$ cat config.mk
export PLATFORM = sky130hd
export DESIGN_NAME = memshare_pipe_sched
export DESIGN_NICKNAME = d
export VERILOG_FILES = /design/src/rtl/memshare_pipe_sched_pkg.sv /design/src/rtl/memshare_pipe_sched.sv
export SDC_FILE = /design/constraint.sdc
export NUM_CORES = 1
export LEC_CHECK = 0
export ABC_AREA = 1
export CAP_MARGIN = 20
export CORE_UTILIZATION = 55
export CTS_BUF_LIST = sky130_fd_sc_hd__clkbuf_4 sky130_fd_sc_hd__clkbuf_8
export DETAILED_ROUTE_END_ITERATION = 10
export DONT_BUFFER_PORTS = 1
export GPL_TIMING_DRIVEN = 0
export MAX_ROUTING_LAYER = met4
export PLACE_DENSITY_LB_ADDON = 0.25
export SETUP_SLACK_MARGIN = 0.1
export SLEW_MARGIN = 20
export SYNTH_ARGS = -nofsm -noshare
export SYNTH_HDL_FRONTEND = slang
export SYNTH_SLANG_ARGS = --single-unit
$ cat constraint.sdc
create_clock -name sys_clk -period 4.2 [get_ports sys_clk]
set_input_delay 0.84 -clock sys_clk [delete_from_list [all_inputs] [get_ports sys_clk]]
set_output_delay 0.84 -clock sys_clk [all_outputs]
set_load 0.01 [all_outputs]
$ cat src/rtl/memshare_pipe_sched_pkg.sv
// Shared configuration for the memShare sequencer: state encoding and counter widths.
package memShare_config_pkg;

  localparam int MAX_ALLOC_SEQ_NUM = 6;
  localparam int PIPE_HOLD_MAX     = 8;

  localparam int ALLOC_SEQ_W = $clog2(MAX_ALLOC_SEQ_NUM + 2);
  localparam int HOLD_CNT_W  = $clog2(PIPE_HOLD_MAX + 1);

  typedef enum logic [2:0] {
    ST_IDLE       = 3'd0,
    ST_PIPE_BEGIN = 3'd1,
    ST_SHIFT_GEN  = 3'd2,
    ST_SHIFT_OUT  = 3'd3,
    ST_DONE       = 3'd4
  } memShare_sched_state_e;

endpackage

$ cat src/rtl/memshare_pipe_sched.sv
// Sequencer stepping SCU.memShare() through N allocation sequences, one pipeline
// cycle each: begin pulse, isGtr request/capture from the RFMU, then PIPE_HOLD shift-out cycles.
module memshare_pipe_sched
  import memShare_config_pkg::*;
#(
  parameter int PIPE_HOLD   = 2,
  parameter int ALLOC_SEQ_W = memShare_config_pkg::ALLOC_SEQ_W
) (
  input  logic                   sys_clk,
  input  logic                   rstn,
  input  logic                   memShare_start_i,
  input  logic [ALLOC_SEQ_W-1:0] allocSeq_num_i,
  input  logic                   abort_i,
  input  logic                   rfmu_gtr_valid_i,
  input  logic                   rfmu_gtr_i,
  output logic                   scu_memShare_busy_o,
  output logic                   pipeCycle_begin_o,
  output logic                   shiftGen_rqst_o,
  output logic                   isGtr_o,
  output logic [ALLOC_SEQ_W-1:0] allocSeq_cnt_o,
  output logic                   memShare_done_o
);

  localparam logic [HOLD_CNT_W-1:0] HOLD_LOAD = HOLD_CNT_W'(PIPE_HOLD - 1);

  memShare_sched_state_e r_state;
  memShare_sched_state_e w_nextState;

  logic [ALLOC_SEQ_W-1:0] r_allocSeqNum;
  logic [ALLOC_SEQ_W-1:0] r_allocSeqCnt;
  logic [HOLD_CNT_W-1:0]  r_holdCnt;
  logic                   r_isGtr;

  logic w_startAccept;
  logic w_gtrLoad;
  logic w_seqInc;
  logic w_clear;
  logic w_lastSeq;

  assign w_lastSeq = (r_allocSeqCnt == (r_allocSeqNum - ALLOC_SEQ_W'(1)));

  always_ff @(posedge sys_clk or negedge rstn) begin
    if (!rstn) begin
      r_state <= ST_IDLE;
    end else begin
      r_state <= w_nextState;
    end
  end

  // Abort overrides every transition out of a non-IDLE state; in IDLE it only vetoes a start.
  always_comb begin
    w_nextState         = r_state;
    w_startAccept       = 1'b0;
    w_gtrLoad           = 1'b0;
    w_seqInc            = 1'b0;
    w_clear             = 1'b0;
    scu_memShare_busy_o = 1'b1;
    pipeCycle_begin_o   = 1'b0;
    shiftGen_rqst_o     = 1'b0;
    memShare_done_o     = 1'b0;

    unique case (r_state)
      ST_IDLE: begin
        scu_memShare_busy_o = 1'b0;
        if (memShare_start_i && !abort_i && (allocSeq_num_i != '0)) begin
          w_startAccept = 1'b1;
          w_nextState   = ST_PIPE_BEGIN;
        end
      end
      ST_PIPE_BEGIN: begin
        pipeCycle_begin_o = 1'b1;
        w_nextState       = ST_SHIFT_GEN;
      end
      ST_SHIFT_GEN: begin
        shiftGen_rqst_o = 1'b1;
        if (rfmu_gtr_valid_i) begin
          w_gtrLoad   = 1'b1;
          w_nextState = ST_SHIFT_OUT;
        end
      end
      ST_SHIFT_OUT: begin
        if (r_holdCnt == '0) begin
          if (w_lastSeq) begin
            w_nextState = ST_DONE;
          end else begin
            w_seqInc    = 1'b1;
            w_nextState = ST_PIPE_BEGIN;
          end
        end
      end
      ST_DONE: begin
        memShare_done_o = 1'b1;
        w_nextState     = ST_IDLE;
      end
      default: begin
        w_nextState = ST_IDLE;
      end
    endcase

    if (abort_i && (r_state != ST_IDLE)) begin
      w_nextState = ST_IDLE;
      w_clear     = 1'b1;
      w_gtrLoad   = 1'b0;
      w_seqInc    = 1'b0;
    end
  end

  always_ff @(posedge sys_clk or negedge rstn) begin
    if (!rstn) begin
      r_allocSeqNum <= '0;
      r_allocSeqCnt <= '0;
      r_holdCnt     <= '0;
      r_isGtr       <= 1'b0;
    end else if (w_clear || w_startAccept) begin
      r_allocSeqCnt <= '0;
      r_holdCnt     <= '0;
      r_isGtr       <= 1'b0;
      if (w_startAccept) begin
        r_allocSeqNum <= allocSeq_num_i;
      end
    end else begin
      if (w_gtrLoad) begin
        r_isGtr   <= rfmu_gtr_i;
        r_holdCnt <= HOLD_LOAD;
      end else if ((r_state == ST_SHIFT_OUT) && (r_holdCnt != '0)) begin
        r_holdCnt <= r_holdCnt - HOLD_CNT_W'(1);
      end
      if (w_seqInc) begin
        r_allocSeqCnt <= r_allocSeqCnt + ALLOC_SEQ_W'(1);
      end
    end
  end

  assign isGtr_o        = r_isGtr;
  assign allocSeq_cnt_o = r_allocSeqCnt;

endmodule
## After elaboration in Yosys (flattened, before gate mapping)

Index checks and enable logic that the tools add are counted.
W data, S select, Z words.

| word-level totals | value |
|---|---|
| register bits | 14 |
| bits in latches | 0 |
| bits in writable memories | 0 |
| bits in read-only memories | 0 |
| bits of input ports | 9 |
| output and inout port bits | 8 |
| word-level logic and storage cells | 59 |
| memories kept | 0 |

| cells by class | value |
|---|---|
| $add $sub $neg | 3 |
| $mul | 0 |
| divide/modulo/power cells | 0 |
| magnitude comparators | 0 |
| eq/ne operators | 8 |
| shift operators | 0 |
| mux-type cells | 27 |
| bitwise operators | 0 |
| reduce and logical (&&, ||, !) cells | 16 |

Operators by type and width:

| cell | number |
|---|---|
| $mux W3 | 7 |
| $mux W1 | 16 |
| $mux W4 | 3 |
| $pmux W3 S4 | 1 |
| $ne A3 B3 Y1 const B | 3 |
| $reduce_bool A3 Y1 | 3 |
| $eq A3 B2 Y1 const B | 2 |
| $logic_and A1 B1 Y1 | 4 |
| $logic_not A4 Y1 | 1 |
| $reduce_bool A2 Y1 | 2 |
| $reduce_bool A4 Y1 | 1 |
| $sub A4 B1 Y4 const B | 1 |
| $add A3 B1 Y3 const B | 1 |
| $eq A3 B1 Y1 const B | 1 |
| $eq A3 B3 Y1 | 1 |
| $eq A3 B3 Y1 const B | 1 |
| $logic_not A3 Y1 | 1 |
| $reduce_and A3 Y1 | 1 |
| $sub A3 B1 Y3 const B | 1 |
| $reduce_and A2 Y1 | 1 |
| $logic_not A1 Y1 | 1 |
| $logic_or A1 B1 Y1 | 1 |

## Logic depth before layout (Yosys ltp)

| depth | value |
|---|---|
| depth in word-level cells | 8 |
| depth in mapped cells | 12 |

## Worst setup path after synthesis

No wires, ideal clock.

| timing | value |
|---|---|
| kind | input to register |
| start point | input port allocSeq_num_i[1] |
| end point | register r_holdCnt[3] |
| setup time | 0.080 ns |
| arrival time | 1.533 ns |
| required time | 4.120 ns |
| setup slack | 2.587 ns |
| stages | 7 |
| path buffers | 0 |
| path through | nor2_1 -> nand2_1 -> nand3_1 -> nor2_4 -> nor2_1 -> nand2_1 -> nor3b_2 |

| on the way | value |
|---|---|
| word-level cells in the longest chain between the ends | 6 |
| elaborated cells on any way between the ends | 7 |

Ends and longest elaborated chain:

| what | line | RTL |
|---|---|---|
| start, declared | memshare_pipe_sched.sv:12 | `input logic [ALLOC_SEQ_W-1:0] allocSeq_num_i,` |
| $reduce_bool A3 Y1 (*) | memshare_pipe_sched.sv:65 | `if (memShare_start_i && !abort_i && (allocSeq_num_i != '0)) begin` |
| $logic_and A1 B1 Y1 (*) | memshare_pipe_sched.sv:65 |  |
| $mux W1 (*) | memshare_pipe_sched.sv:65 |  |
| $mux W1 (*) | memshare_pipe_sched.sv:62 | `unique case (r_state)` |
| $logic_or A1 B1 Y1 (*) | memshare_pipe_sched.sv:114 | `end else if (w_clear \|\| w_startAccept) begin` |
| $reduce_bool A3 Y1 (no line) or $mux W4 (tied branches) | -- |  |
| end signal, assigned | memshare_pipe_sched.sv:126 | `r_holdCnt <= r_holdCnt - HOLD_CNT_W'(1);` |
| end, declared | memshare_pipe_sched.sv:31 | `logic [HOLD_CNT_W-1:0] r_holdCnt;` |

Mark *: on every way between the ends. The rest lies on a longest branch, timed or not.
A chain may end at the register's enable or synchronous reset.

## Worst setup path after layout

| timing | value |
|---|---|
| start point | register r_state[1] |
| end point | output port shiftGen_rqst_o |

| on the way | value |
|---|---|
| word-level cells in the longest chain between the ends | 2 |

Ends and longest elaborated chain:

| what | line | RTL |
|---|---|---|
| start, declared | memshare_pipe_sched.sv:26 | `memShare_sched_state_e r_state;` |
| start signal, assigned | memshare_pipe_sched.sv:46 | `r_state <= w_nextState;` |
| $eq A3 B2 Y1 | memshare_pipe_sched.sv:62 |  |
| $mux W1 | memshare_pipe_sched.sv:62 |  |
| end, declared | memshare_pipe_sched.sv:18 | `output logic shiftGen_rqst_o,` |

No other way between the ends.

==> impl_metrics.json <==
{
  "status": "finished, final reports clean",
  "num_io_pins": 17,
  "gp_congestion": 0.8329,
  "routedWlPerCell_um": 11.59,
  "place_ws_ns": 2.421,
  "setup_violations": 0,
  "ys_types": 20,
  "grtUsageMet2_pct": 38.15,
  "rsz0062_at_grt": "false",
  "die_h_um": 42.39,
  "grt_pass1_vias": 732,
  "slew_violations": 0,
  "synth_flop_cell": "dfrtp_1",
  "post_cts_buffers": 0,
  "clk_latency_ns": 0.28,
  "wl_mm": 1.623,
  "p_leak_nw": 0.4829,
  "die-area_mm2": 0.001796,
  "final_antenna_net_count": 0,
  "drt_iter0_markers": 12,
  "finalHoldViolCount": 0,
  "worst_pin_slew_ns": 0.3829,
  "busiest_layer": "met2",
  "dpl.hpwl_mm": 1.322,
  "startpoint_type": "register",
  "min_period_ns": 1.991,
  "diodes": 0,
  "arrival_ns": 1.15,
  "cp_data_required_time_ns": 3.36,
  "cpPeakStageDelay_ns": 0.44,
  "ir_worst_vdd_mv": 0.2961,
  "avgSynthCellArea_um2": 7.414,
  "antenna_found_initial": 0,
  "core_mm2": 0.001506,
  "finalWorstSetupSlack_ns": 2.209,
  "tns_ns": 0,
  "maxCapViolations": 0,
  "final_cell_mix": "30 x nand2_1, 19 x inv_1, 16 x nand3_1, 14 x dfrtp_1, 9 x nor2_1",
  "p_total_mw": 0.6129,
  "syn2layout_area_growth_pct": 4.742,
  "cp_slowest_cell": "dfrtp_1",
  "synth_warnings": 0,
  "port_buffers": 0,
  "grt_max_degree": 15,
  "grt_pass1_wl_mm": 2.808,
  "synthesis.nets": 133,
  "placed_area_um2": 917.1,
  "cts_htree_levels": 1,
  "synth-async-reset-ratio_pct": 100.0,
  "grt_usage_pct": 21.78,
  "core.rowCount": 14,
  "path_cells": "inv_1 > nor3_2",
  "drive_gt1_share_pct": 12.90,
  "powerDensity_mw_per_mm2": 652.2,
  "finalClockSkew_ns": 0.006144,
  "die_w_um": 42.39,
  "clockBufferDepth": 2,
  "crit_type": "reg -> out",
  "syn_area_um2": 897.1,
  "use_met1_pct": 21.82,
  "cts_sinks": 14,
  "synth-edff-count": 0,
  "cts_tree": "done",
  "fin_crit_sh_pct": 47.40,
  "grt-ovfl-total": 0,
  "worstPathMaxFanout": 6,
  "use_met3_pct": 4.741,
  "max_freq_mhz": 502.3,
  "nNetsFinal": 138,
  "cts-root-buf": "clkbuf_4",
  "start_util_pct": 59.55,
  "fill_cells": 140,
  "synth-seq-area-share_pct": 39.05,
  "final_common_cell": "nand2_1",
  "cp-end-kind": "primary output",
  "slew_headroom_pct": 74.34,
  "drc_errors": 0,
  "ctsResizeCount": 0,
  "firstDrtPassIters": 4,
  "clk_pin_slew_ns": 0.08,
  "via_count": 778,
  "cts_buffers": 3,
  "synthCells": 121,
  "synth_seq_cells": 14,
  "min_path_type": "in -> async",
  "hold_buffers": 0,
  "viasPerCell": 5.557,
  "finalInstanceArea_um2": 939.7
}
==> routing by layer <==
metal,share of wire [%],routed length (um)
met4,2.5,41
met2,53,865
met5,0,0
met1,40,652
met3,3.9,63
==> final timing paths <==
check	cells past startpoint	slack (ns)	end	from
setup reg to reg	8	2.65	allocSeq_cnt_o[1]	r_allocSeqNum[0]
setup / recovery	2	2.21	shiftGen_rqst_o	r_state[1]
hold / removal	0	0.24	allocSeq_cnt_o[0]	rstn
hold reg to reg	2	0.55	r_allocSeqNum[1]	r_allocSeqNum[1]
min in group sys_clk	2	0.55	r_allocSeqNum[1]	r_allocSeqNum[1]
max in group asynchronous	0	3.89	r_holdCnt[0]	rstn
==> Yosys cell counts, types with 2 or more instances <==
cell	n	share of area [%]
a21oi_1	4	2.2
nand3_1	16	8.9
ha_1	3	4.2
dfrtp_1	14	39
inv_1	19	7.9
nand2_1	30	13
nor2_1	9	3.8
nor3_2	2	2.2
xnor2_1	2	2.0
o21ai_0	4	2.2
inv_2	4	1.7
nand4_1	2	1.4
nor3_1	2	1.1
nor2_4	4	5.0
==> report_power, final <==
part / internal [mW] / total, mW / switching [mW]
Sequential: 0.179 / 0.225 / 0.0462
Clock: 0.0333 / 0.0759 / 0.0425
Combinational: 0.109 / 0.312 / 0.203
==> area by class of cell <==
cell class,instances,area (um2),share of cell area [%]
multi-input cells,84,460.4,49.00
flip-flops and latches,14,350.3,37.28
inverters,23,86.33,9.188
clock buffers,3,22.52,2.397
well taps,16,20.02,2.130
==> sequential cells by signal, indices dropped and copies added, names as in the netlist <==
signal          flops
r_holdCnt           4
isGtr_o             1
r_allocSeqNum       3
r_state             3
allocSeq_cnt_o      3
==> logic make-up (layout without fill, tap and decap cells) <==
logic type | after synthesis | in the layout | synth area share (%)
xor gates and xnor gates | 2 | 2 | 1.953
and+or+nand+nor | 69 | 69 | 39.05
buffers and inverters | 23 | 26 | 9.623
DFF | 14 | 14 | 39.05
AOI/OAI and AO/OA | 10 | 10 | 6.137
adders and majority gates | 3 | 3 | 4.185
==> critical path, delay by kind of cell, from the launching register on <==
| family | cells | cell delay [ns] |
|---|---|---|
| simple gates | 1 | 0.31 |
| buf+inv | 1 | 0.12 |
| flops | 1 | 0.44 |
==> per-stage QoR <==
| stage | utilization [%] | hold WS, ns | cells |
|---|---|---|---|
| 4_1_cts | 62.38 | 0.2418 | 140 |
| 3_3_place_gp | 60.88 | 0.5251 | 137 |
| 3_5_place_dp | 60.88 | 0.5374 | 137 |
| 2_1_floorplan | - | 0.5075 | 121 |
| 6_report | 62.38 | 0.2389 | 140 |
| 5_1_grt | 62.38 | 0.2300 | 140 |
No activity file was read; power rests on OpenSTA's default activity.
==> RTL edit 1, RTL diff (same settings) <==
Put a register stage on the output `pipeCycle_begin_o`, with the module's reset. The value now appears one clock later. The other outputs are not delayed to match.
--- a/src/rtl/memshare_pipe_sched.sv
+++ b/src/rtl/memshare_pipe_sched.sv
@@ -22,6 +22,8 @@
 );
 
   localparam logic [HOLD_CNT_W-1:0] HOLD_LOAD = HOLD_CNT_W'(PIPE_HOLD - 1);
+
+  logic pipeCycle_begin_d;
 
   memShare_sched_state_e r_state;
   memShare_sched_state_e w_nextState;
@@ -55,7 +57,7 @@
     w_seqInc            = 1'b0;
     w_clear             = 1'b0;
     scu_memShare_busy_o = 1'b1;
-    pipeCycle_begin_o   = 1'b0;
+    pipeCycle_begin_d   = 1'b0;
     shiftGen_rqst_o     = 1'b0;
     memShare_done_o     = 1'b0;
 
@@ -68,7 +70,7 @@
         end
       end
       ST_PIPE_BEGIN: begin
-        pipeCycle_begin_o = 1'b1;
+        pipeCycle_begin_d = 1'b1;
         w_nextState       = ST_SHIFT_GEN;
       end
       ST_SHIFT_GEN: begin
@@ -134,4 +136,12 @@
   assign isGtr_o        = r_isGtr;
   assign allocSeq_cnt_o = r_allocSeqCnt;
 
+  always_ff @(posedge sys_clk or negedge rstn) begin
+    if (!rstn) begin
+      pipeCycle_begin_o <= '0;
+    end else begin
+      pipeCycle_begin_o <= pipeCycle_begin_d;
+    end
+  end
+
 endmodule
Formal check against the unedited RTL: not equivalent (Yosys sat finds a counterexample within 4 cycles, from zero or initial values and one cycle with rstn low).
==> RTL edit 1 against the original RTL <==
  * Synthesized area increased by 4.6%
  * Global-route usage down 0.51 points
  * Wire length increased by 5.6%
  * Setup slack worse by 0.098 ns
  * Total power increased by 4.0%
  * Sequential share of layout area rose by 0.69 points
  * Sequential cell count rose by 1
  * Design area rose by 5.2%
==> RTL edit 1: results <==
[global_route]
grt_pass1_vias = 705
grt_pass1_wl_mm = 2.891
grt_max_degree = 16
grtUsageTotal_pct = 21.27

[timing]
fin_skew_ns = 0.002680
relSlewSlack_pct = 71.58

[setup_path]
path_delay_family = flip-flops
crit_arrival_ns = 1.25
r2r-end = allocSeq_cnt_o[0]$_DFFE_PN0P_
slowest_stage = dfrtp_1
reg2reg_slack_ns = 2.62
worstPathMaxFanout = 4
worst-r2r-cell-count = 8

[yosys]
synthTopCellsByCount = nand2_1, inv_1, dfrtp_1
ys_top_cells_by_area = dfrtp_1, nand2_1, inv_1, nand3_1, ha_1
syn_nets = 134
ys_types = 25
ys_seq_area_share_pct = 40.00

[detailed_routing]
route.vias.total = 759
drt-total-wl_mm = 1.714
drt_iter0_markers = 16

[clock_tree]
cts_max_level = 1
clock-root-buffer = clkbuf_4
clk_pin_slew_ns = 0.09
cts_setup_buffers = 0
cts_max_path_buffers = 2

[worst_hold_path]
hold_path.class = in2async

[placed_design]
place_area_sq_um = 958.4
gp_congestion = 0.8042
hpwl_mm = 1.335

[layout]
fill_cells = 135
drive_gt1_share_pct = 17.46
largest_register_ffs = 4
layout.nets = 139

[power_and_ir_drop]
power_leakage_nw = 0.5126
peakVddDrop_mv = 0.3817

[outcome]
status = finished, final reports clean
RTL edit 1: worst max-delay path by stage:
stage / slack (ns) / cells after the start / startpoint / end
floorplan: 2.52 / 3 / r_state[2]$_DFFE_PN0P_ / shiftGen_rqst_o
global placement: 2.45 / 3 / r_state[2]$_DFFE_PN0P_ / shiftGen_rqst_o
detailed placement: 2.42 / 3 / r_state[2]$_DFFE_PN0P_ / shiftGen_rqst_o
CTS: 2.10 / 3 / r_state[2]$_DFFE_PN0P_ / shiftGen_rqst_o
global route: 2.02 / 3 / r_state[2]$_DFFE_PN0P_ / shiftGen_rqst_o
finish: 2.11 / 3 / r_state[2]$_DFFE_PN0P_ / shiftGen_rqst_o
RTL edit 1: metal layers:
metal	track usage, %	wire length [microns]	up-vias	share of wire (%)
li1	-	-	397	-
met1	25.95	780	342	46
met2	33.73	843	15	49
met3	3.404	54	5	3.2
met4	10.91	36	0	2.1
met5	-	0	-	0
RTL edit 1: cell type report:
type	count	area (sq um)	share of cell area, %
well taps	16	20.02	2.025
multi-input cells	85	478.0	48.35
inverters	22	85.08	8.608
clock buffers	4	30.03	3.038
flip-flops and latches	15	375.4	37.97
RTL edit 1: report_power, final:
group          switching, mW  internal (mW)
Clock                 0.0459         0.0434
Sequential            0.0491          0.190
Combinational          0.193          0.116
Total                  0.288          0.350
RTL edit 1: logic make-up (layout without fill, tap and decap cells):
kind of cell             count (synthesis)  count (layout)  share of synthesized area (%)
AO/OA/AOI/OAI                           12              12                          7.868
XOR/XNOR                                 2               2                          1.867
adder cells (fa/ha/maj)                  3               3                          4.000
buffers and inverters                   22              26                          9.066
flip-flops                              15              15                          40.00
AND/OR/NAND/NOR                         68              68                          37.20
RTL edit 1: metrics by stage:
| stage | std cells | hold slack [ns] | setup WS (ns) | utilization, % |
|---|---|---|---|---|
| after floorplan | 122 | 0.4746 | 2.523 | - |
| final | 142 | 0.2374 | 2.111 | 64.12 |
| after global placement | 138 | 0.5065 | 2.448 | 62.18 |
| after global routing | 142 | 0.2154 | 2.017 | 64.12 |
| after CTS | 142 | 0.2274 | 2.101 | 64.12 |
| after detailed placement | 138 | 0.5272 | 2.423 | 62.18 |
==> RTL edit 2, RTL diff (same flow settings) <==
Made on the original files. The package constant `PIPE_HOLD_MAX` goes from 8 to 4.
--- a/src/rtl/memshare_pipe_sched_pkg.sv
+++ b/src/rtl/memshare_pipe_sched_pkg.sv
@@ -2,7 +2,7 @@
 package memShare_config_pkg;
 
   localparam int MAX_ALLOC_SEQ_NUM = 6;
-  localparam int PIPE_HOLD_MAX     = 8;
+  localparam int PIPE_HOLD_MAX     = 4;
 
   localparam int ALLOC_SEQ_W = $clog2(MAX_ALLOC_SEQ_NUM + 2);
   localparam int HOLD_CNT_W  = $clog2(PIPE_HOLD_MAX + 1);
Formal check against the unedited RTL: no difference found for any inputs over 10 cycles, from zero or initial values and one cycle with rstn low; that may be too few to reach the edited logic, so the function may still have changed.
==> RTL edit 2 against the original RTL <==
  * Total power shrank 13%
  * Fmax shrank 1.3%
  * Wire length shrank 7.5%
  * Clock power grew 12%
  * Synthesized cell count shrank 7.4%
  * Die area shrank 4.4%
  * First-iteration DRC count grew 42%
  * Sequential cell count shrank 1
  * Synthesized area shrank 4.6%
  * Setup slack lost 0.025 ns
  * Design area shrank 3.7%
  * Sequential share of layout area shrank 1.3 points
  * Via count shrank 10%
  * Largest power group unchanged
==> RTL edit 2: results <==
[detailed_routing]
drt_pass1_iterations = 6
drt_iter0_markers = 17
route.vias.total = 700
routed_via_density = 5.344
wl_met3_microns = 67

[yosys]
syn_area_per_cell_sq_um = 7.641
ys_types = 25
synthAdderAreaFrac_pct = 5.848
synthTopCellsByCount = nand2_1, inv_1, dfrtp_1
ys_top_cells_by_area = dfrtp_1, nand2_1, inv_1, nand3_1, ha_1
synth_xor_area_share_pct = 3.070

[setup_path]
critPathLaunch = r_state[2]$_DFFE_PN0P_
worstPathMaxFanout = 5
slowest_delay_ns = 0.41
r2r-end = allocSeq_cnt_o[2]$_DFFE_PN0P_

[global_route]
grtUsageTotal_pct = 21.23
grt_max_degree = 14
use_met2_pct = 32.50
grt_use_met3_pct = 5.217
grt_use_met1_pct = 26.48
grt_pass1_vias = 664

[placed_design]
gp_congestion = 0.7441
place_area_sq_um = 874.6
place_inst = 127

[power_and_ir_drop]
peakVddDrop_mv = 0.3845
pg_clk_mw = 0.0847

[timing]
relSlewSlack_pct = 75.24

[outcome]
status = finished, final reports clean

[layout]
fill_cells = 123
[RTL edit 2: critical path, delay by kind of cell, from the launching register on]
| kind | cells | cell delay [ns] |
|---|---|---|
| and+or+nand+nor | 2 | 0.38 |
| buffers and inverters | 1 | 0.12 |
| DFF | 1 | 0.41 |
[RTL edit 2: through the flow]
| step | worst slack (ns) | power [mW] |
|---|---|---|
| final | 2.184 | 0.5304 |
| after detailed placement | 2.489 | 0.4494 |
| after CTS | 2.178 | 0.5333 |
| after global placement | 2.489 | 0.4407 |
| after floorplan | 2.582 | 0.4063 |
| after global routing | 2.079 | 0.5835 |
[RTL edit 2: cell type report]
cell class | count | area (sq um) | share of cell area (%)
sequential | 13 | 325.3 | 35.96
clock buffer | 4 | 30.03 | 3.320
multi-input combinational | 79 | 452.9 | 50.07
tap | 15 | 18.77 | 2.075
inverter | 20 | 77.57 | 8.575
[RTL edit 2: logic make-up after synthesis]
family / after synthesis
compound gates: 10
simple gates: 62
buf+inv: 20
xor+xnor: 3
fa+ha+maj: 4
flops: 13
